## src/rtl/dmem_arb_pkg.sv

```systemverilog
// rtl/dmem_arb_pkg.sv - shared types for the data-memory port arbiter
package dmem_arb_pkg;

    // Owner of the read issued last cycle, steering the 1-cycle SRAM return.
    typedef enum logic [1:0] {RD_NONE, RD_CORE, RD_LD} rd_tag_t;

    typedef enum logic {S_ARB, S_FORCE} arb_state_t;

    // Wide enough for MAX_WAIT up to 15.
    localparam int CNT_W = 4;

endpackage

```

## src/rtl/dmem_starve_cnt.sv

```systemverilog
// rtl/dmem_starve_cnt.sv - counts consecutive denied loader cycles, flags the forcing one
module dmem_starve_cnt
    import dmem_arb_pkg::*;
#(
    parameter int MAX_WAIT = 4
) (
    input  logic clk,
    input  logic rstn,
    input  logic incEn,
    output logic forcePulse
);

    localparam logic [CNT_W-1:0] LIMIT = CNT_W'(MAX_WAIT);

    logic [CNT_W-1:0] waitCnt;

    // Any cycle without a denial (loader served, loader idle, forced beat) restarts the count.
    always_ff @(posedge clk) begin
        if (!rstn) begin
            waitCnt <= '0;
        end else if (!incEn) begin
            waitCnt <= '0;
        end else if (waitCnt != LIMIT) begin
            waitCnt <= waitCnt + 1'b1;
        end
    end

    assign forcePulse = incEn && (waitCnt >= (LIMIT - 1'b1));

endmodule

```

## src/rtl/dmem_port_arbiter.sv

```systemverilog
// rtl/dmem_port_arbiter.sv - core/loader arbiter for the single-port data SRAM
module dmem_port_arbiter
    import dmem_arb_pkg::*;
#(
    parameter int ADDR_W   = 12,
    parameter int DATA_W   = 32,
    parameter int MAX_WAIT = 4
) (
    input  logic              clk,
    input  logic              rstn,
    input  logic              core_req,
    input  logic              core_we,
    input  logic [ADDR_W-1:0] core_addr,
    input  logic [DATA_W-1:0] core_wmask,
    input  logic [DATA_W-1:0] core_wdata,
    output logic              core_stall,
    output logic              core_rvalid,
    output logic [DATA_W-1:0] core_rdata,
    input  logic              ld_req,
    input  logic              ld_we,
    input  logic [ADDR_W-1:0] ld_addr,
    input  logic [DATA_W-1:0] ld_wdata,
    output logic              ld_gnt,
    output logic              ld_rvalid,
    output logic [DATA_W-1:0] ld_rdata,
    output logic              mem_en,
    output logic              mem_we,
    output logic [ADDR_W-1:0] mem_addr,
    output logic [DATA_W-1:0] mem_wmask,
    output logic [DATA_W-1:0] mem_wdata,
    input  logic [DATA_W-1:0] mem_rdata
);

    arb_state_t state, nextState;
    rd_tag_t    rdTag, rdTagNext;
    logic       coreGnt, ldGnt, cntInc, forcePulse;

    assign cntInc = rstn && (state == S_ARB) && core_req && ld_req;

    dmem_starve_cnt #(
        .MAX_WAIT(MAX_WAIT)
    ) u_starve (
        .clk       (clk),
        .rstn      (rstn),
        .incEn     (cntInc),
        .forcePulse(forcePulse)
    );

    always_ff @(posedge clk) begin
        if (!rstn) begin
            state <= S_ARB;
            rdTag <= RD_NONE;
        end else begin
            state <= nextState;
            rdTag <= rdTagNext;
        end
    end

    // Core wins in ARB; FORCE hands exactly one beat to the loader and stalls the core.
    always_comb begin
        nextState  = S_ARB;
        coreGnt    = 1'b0;
        ldGnt      = 1'b0;
        core_stall = 1'b0;
        if (rstn) begin
            unique case (state)
                S_ARB: begin
                    if (core_req) begin
                        coreGnt = 1'b1;
                        if (forcePulse) nextState = S_FORCE;
                    end else begin
                        ldGnt = ld_req;
                    end
                end
                S_FORCE: begin
                    ldGnt      = ld_req;
                    core_stall = core_req;
                end
                default: ;
            endcase
        end
    end

    assign ld_gnt = ldGnt;

    always_comb begin
        mem_en    = 1'b0;
        mem_we    = 1'b0;
        mem_addr  = '0;
        mem_wmask = '0;
        mem_wdata = '0;
        rdTagNext = RD_NONE;
        if (coreGnt) begin
            mem_en   = 1'b1;
            mem_we   = core_we;
            mem_addr = core_addr;
            if (core_we) begin
                mem_wmask = core_wmask;
                mem_wdata = core_wdata;
            end else begin
                rdTagNext = RD_CORE;
            end
        end else if (ldGnt) begin
            mem_en   = 1'b1;
            mem_we   = ld_we;
            mem_addr = ld_addr;
            if (ld_we) begin
                mem_wmask = '1;
                mem_wdata = ld_wdata;
            end else begin
                rdTagNext = RD_LD;
            end
        end
    end

    // Gating with rstn drops a return whose read was issued the cycle before reset.
    assign core_rvalid = rstn && (rdTag == RD_CORE);
    assign ld_rvalid   = rstn && (rdTag == RD_LD);
    assign core_rdata  = core_rvalid ? mem_rdata : '0;
    assign ld_rdata    = ld_rvalid ? mem_rdata : '0;

endmodule

```

## config.mk

```make
export PLATFORM = sky130hd
export DESIGN_NAME = dmem_port_arbiter
export DESIGN_NICKNAME = d
export VERILOG_FILES = /design/src/rtl/dmem_arb_pkg.sv /design/src/rtl/dmem_starve_cnt.sv /design/src/rtl/dmem_port_arbiter.sv
export SDC_FILE = /design/constraint.sdc
export NUM_CORES = 1
export LEC_CHECK = 0
export CORE_AREA = 2 2 119 121
export CTS_CLUSTER_DIAMETER = 100
export DETAILED_ROUTE_END_ITERATION = 12
export DIE_AREA = 0 0 121 123
export GPL_ROUTABILITY_DRIVEN = 1
export SLEW_MARGIN = 20
export SYNTH_ARGS = -nofsm -noshare
export SYNTH_HDL_FRONTEND = slang
export SYNTH_HIERARCHICAL = 1
export SYNTH_SLANG_ARGS = --single-unit
```

## constraint.sdc

```tcl
create_clock -name clk -period 1.5 [get_ports clk]
set_input_delay 0.15 -clock clk [delete_from_list [all_inputs] [get_ports clk]]
set_output_delay 0.15 -clock clk [all_outputs]
set_load 0.02 [all_outputs]
```

### Word-level counts from Yosys, hierarchy flattened

Index checks and enable logic that the tools add are counted.
Widths: inputs -> output; s select.

* add/sub/neg operators: 1
* $lt $le $gt $ge: 1
* equal/unequal tests: 3
* multiplexer cells: 29
* bitwise gates (word level): 3
* reductions and logical operators: 8

Operators by type and width (number)
* $mux 32: 10
* $mux 12: 2
* $mux 1: 13
* $logic_and 1x1->1: 6
* $mux 2: 3
* $add 4x1->4 const B: 1
* $ge 4x2->1 const B: 1
* $ne 4x3->1 const B: 1
* $not 1->1: 3
* $reduce_or 3->1: 1
* $eq 2x1->1 const B: 1
* $eq 2x2->1 const B: 1
* $pmux 1 s2: 1
* $reduce_and 2->1: 1

* flip-flop bits (word level): 7
* bits of input ports: 158
* output and inout bits: 146
* word-level logic and storage cells: 48

### Longest topological paths before layout

* word-level depth: 6
* gate-level depth with buffers: 5
* gate-level depth less buffers: 4

### Hierarchy

Netlist, hierarchy kept.

By module, submodules not included
* dmem_port_arbiter: instances 1, cells each 182, area an instance 1331.3 µm², sequential area each 60.1 µm²
* dmem_starve_cnt: instances 1, cells each 24, area an instance 229.0 µm², sequential area each 80.1 µm²

### Worst setup path after synthesis

OpenSTA, ideal clock, no wires.

* kind: flip-flop to output port
* start point: register state
* end point: output port mem_addr[10]
* arrival time: 1.203 ns
* required time: 1.350 ns
* path slack: 0.147 ns
* cell stages (with the launch flop): 5
* buffers on the path: 1
* cells stage by stage: dfxtp_1 nor2b_2 nor2_1 buf_2 a22o_1

* word-level cells in the longest chain between the ends: 5
* elaborated cells between the ends (all ways): 7
* those cells by class: mux (6); bitwise (1)

RTL lines
* start, declared: line dmem_port_arbiter.sv:34 `arb_state_t state, nextState;`
* start signal, assigned: line dmem_port_arbiter.sv:54 `state <= nextState;`
* $not 1->1
* $pmux 1 s2 (*): line dmem_port_arbiter.sv:66 `unique case (state)`
* $mux 1 (*): line dmem_port_arbiter.sv:65 `if (rstn) begin`
* named net ld_gnt: line dmem_port_arbiter.sv:23 `output logic ld_gnt,`
* $mux 12 (*): line dmem_port_arbiter.sv:103 `end else if (ldGnt) begin`
* $mux 12 (*): line dmem_port_arbiter.sv:93 `if (coreGnt) begin`
* end, declared: line dmem_port_arbiter.sv:28 `output logic [ADDR_W-1:0] mem_addr,`

The timed path passes the listed nets; every way through them passes the cells marked *.

### Final worst setup path

* start point: register state
* end point: output port mem_wdata[19]

* word-level cells in the longest chain between the ends: 5
* elaborated cells between the ends (all ways): 7
* those cells by class: mux (6); bitwise (1)

RTL lines
* $not 1->1
* $pmux 1 s2: line dmem_port_arbiter.sv:66
* $mux 1: line dmem_port_arbiter.sv:65
* $mux 32: line dmem_port_arbiter.sv:103
* $mux 32 (*): line dmem_port_arbiter.sv:93
* end, declared: line dmem_port_arbiter.sv:30 `output logic [DATA_W-1:0] mem_wdata,`

Mark *: on every way between the ends. The rest lies on a longest branch, timed or not.

==> flow_summary.toml <==
[outcome]
status = "complete, but fails checks"
violations = "negative setup slack"

[final_layout]
multi_input_area_um2 = 1390
nFillCells = 1355
final_core_util_pct = 40.9
synthToLayoutAreaGrowth_pct = 257
diodes = 0
register_area_um2 = 146
drive_gt1_share_pct = 43.8
fin_nets = 691

[hold_path]
hp-start = "ld_we"
hp-class = "input port to register"
whs_endpoint = "rdTag[1]"
min_delay_path_depth = 2

[setup_path]
r2r.worst_path.cells = 6
worstPathMaxFanout = 8
cp-end-kind = "output pin"
crit_arrival_ps = 1560
ff2ff_setup_slack_ps = 150
regToRegStartpoint = "state"
timing.rr.end = "u_starve/waitCnt[3]"
path_class = "register to output pin"
cp.required_ps = 1350
start_kind = "register"

[synthesis]
synth-seq-area-share_pct = 8.98
synth-seq-cells = 7
synth_area_per_cell_um2 = 7.57
ys.warnings.count = 6
synthesis.area_um2 = 1560
synth_cells = 206
ys_types = 28
synthesis.nets = 366

[sta]
setup_slack_ps = -211
slew_headroom_pct = 79.3
worstMarginPinSlew_ps = 307
slew_viol_final = 0
fin_setup_tns_ps = -10850
min_period_ps = 1710
timing.final.crit_share_pct = 114
rsz0062_at_grt = "true"
hold_viol = 0
fmax_mhz = 584
skew_ps = 1.73
setup_viol_count_final = 79

[grt]
antenna_found_initial = 0
grt_use_total_pct = 15.7
grt_max_degree = 33
gr-total-overflow = 0
grt_pass1_vias = 3115
grt_pass1_wl_mm = 17.8

[clocking]
cts_tree = "yes"
clk_latency_ps = 230
htreeDepth = 1
cts_buffers = 3
cts_root_buf = "clkbuf_16"
path_clk_slew_ps = 40
cts_sinks = 7
clock_path_buffers = 2

[drt]
dr_total_vias = 3028
drc_errors = 0
postRouteAntennaNets = 0
post_drt_wl_per_cell_um = 18.9
drt_iter0_markers = 94
first_pass_iters = 4
routed_wl_mm = 13.4
viasPerCell = 4.26

[power]
power.density_nw_per_um2 = 335
finalPower_mw = 1.86
peakVddDrop_mv = 0.365
leakagePower_nw = 2.73

[flow_run]
drv_cap = 0

[die]
core_region_area_um2 = 13600
die_w_um = 121
io_pins = 304
die_area_um2 = 14900
start_util_pct = 11.5
dieHeight_um = 123
rows = 43

[place]
io_buffers = 303
place_ws_ps = -864
gp_congestion = 0.804
hpwl_mm = 9.26
Yosys cell counts:
cell	n	area share [%]
nor3_1	2	0.64
and2_1	65	26
clkbuf_2	1	0.32
buf_6	2	1.4
ha_1	2	1.6
nor2_1	3	0.72
buf_2	4	1.3
and3b_1	2	1.1
nand3b_1	1	0.48
mux2i_1	3	1.9
nor2b_2	1	0.56
nand2_1	3	0.72
a22o_1	44	25
a31oi_1	1	0.40
nand4bb_1	1	0.72
o211ai_1	1	0.48
nand3_1	5	1.6
clkbuf_1	6	1.4
o31a_1	1	0.56
nor3b_2	2	1.6
or2_2	1	0.40
o21ai_0	1	0.32
inv_1	2	0.48
dfxtp_1	7	9.0
buf_4	10	4.8
a21o_1	32	15
nand2b_1	1	0.40
and3_1	2	0.80
metal layers:
layer / GRT usage [%] / up-vias / wire length [µm]
met3: 5.12 / 14 / 1390
li1: - / 1403 / -
met1: 15.5 / 1401 / 4420
met5: 0 / - / 0
met2: 31.5 / 210 / 7360
met4: 3.13 / 0 / 230
registers in the layout, indices dropped and copies added (netlist names):
name / count
u_starve/waitCnt: 4
rdTag: 2
state: 1
critical path, cell delays in order (launching register included):
cell and delay [ps]:
dfxtp_4 350, nor2b_4 140, nor3b_4 50, buf_6 130, buf_4 140, buf_16 140, a22o_1 240, buf_6 140
what timing repair did:
item	CTS	global route
endpoints found under the setup margin	147	123
buffers inserted	9	5
pin swaps	42	24
hold buffers	0	0
resized for setup	792	101
gates cloned	15	2
worst max path at each step:
| stage | cells past startpoint | startpoint | end | slack, ps |
|---|---|---|---|---|
| 3_3_place_gp | 6 | rstn | mem_wdata[21] | -870 |
| 3_5_place_dp | 6 | rstn | mem_wdata[23] | -860 |
| 4_1_cts | 6 | state | mem_wdata[23] | -220 |
| 6_report | 7 | state | mem_wdata[19] | -210 |
| 5_1_grt | 7 | state | mem_wdata[19] | -250 |
| 2_1_floorplan | 4 | state | mem_addr[10] | 150 |
kinds of logic (layout without fill, tap and decap cells):
family,after synthesis,after routing,share of synthesized area (%)
AO/OA/AOI/OAI,80,80,41.9
adder cells (fa/ha/maj),2,2,1.60
buffers and inverters,25,349,9.78
flip-flops,7,7,8.98
multiplexers,3,3,1.92
AND/OR/NAND/NOR,89,89,35.8
where the power goes:
part	total, mW	internal, mW	switching [mW]
clock	0.448	0.353	0.0952
sequential	0.191	0.188	0.00219
combinational	1.22	0.756	0.468
per-stage QoR:
step / hold slack, ps / instance area [µm²] / instances
after floorplan: 227 / 1560 / 206
after global placement: 477 / 4820 / 678
after detailed placement: 509 / 4820 / 678
after CTS: 267 / 5350 / 706
after global routing: 274 / 5570 / 710
final: 261 / 5570 / 710
cell type report:
class / count / share of cell area, %
Multi-Input combinational cell: 174 / 24.9
Inverter: 2 / 0.135
Clock buffer: 4 / 1.42
Tap cell: 180 / 4.05
Sequential cell: 7 / 2.63
Timing Repair Buffer: 343 / 66.9
cell usage in the layout (no fill, tap or decap), drive strengths merged, types with 4 or more instances in the layout:
master | Yosys | layout
dfxtp | 7 | 7
clkdlybuf4s50 | 0 | 152
clkdlybuf4s15 | 0 | 4
a22o | 44 | 44
nand3 | 5 | 5
dlygate4sd2 | 0 | 5
and2 | 65 | 65
buf | 16 | 179
a21o | 32 | 32
clkbuf | 7 | 7
Power figures use the tool's default switching activity.
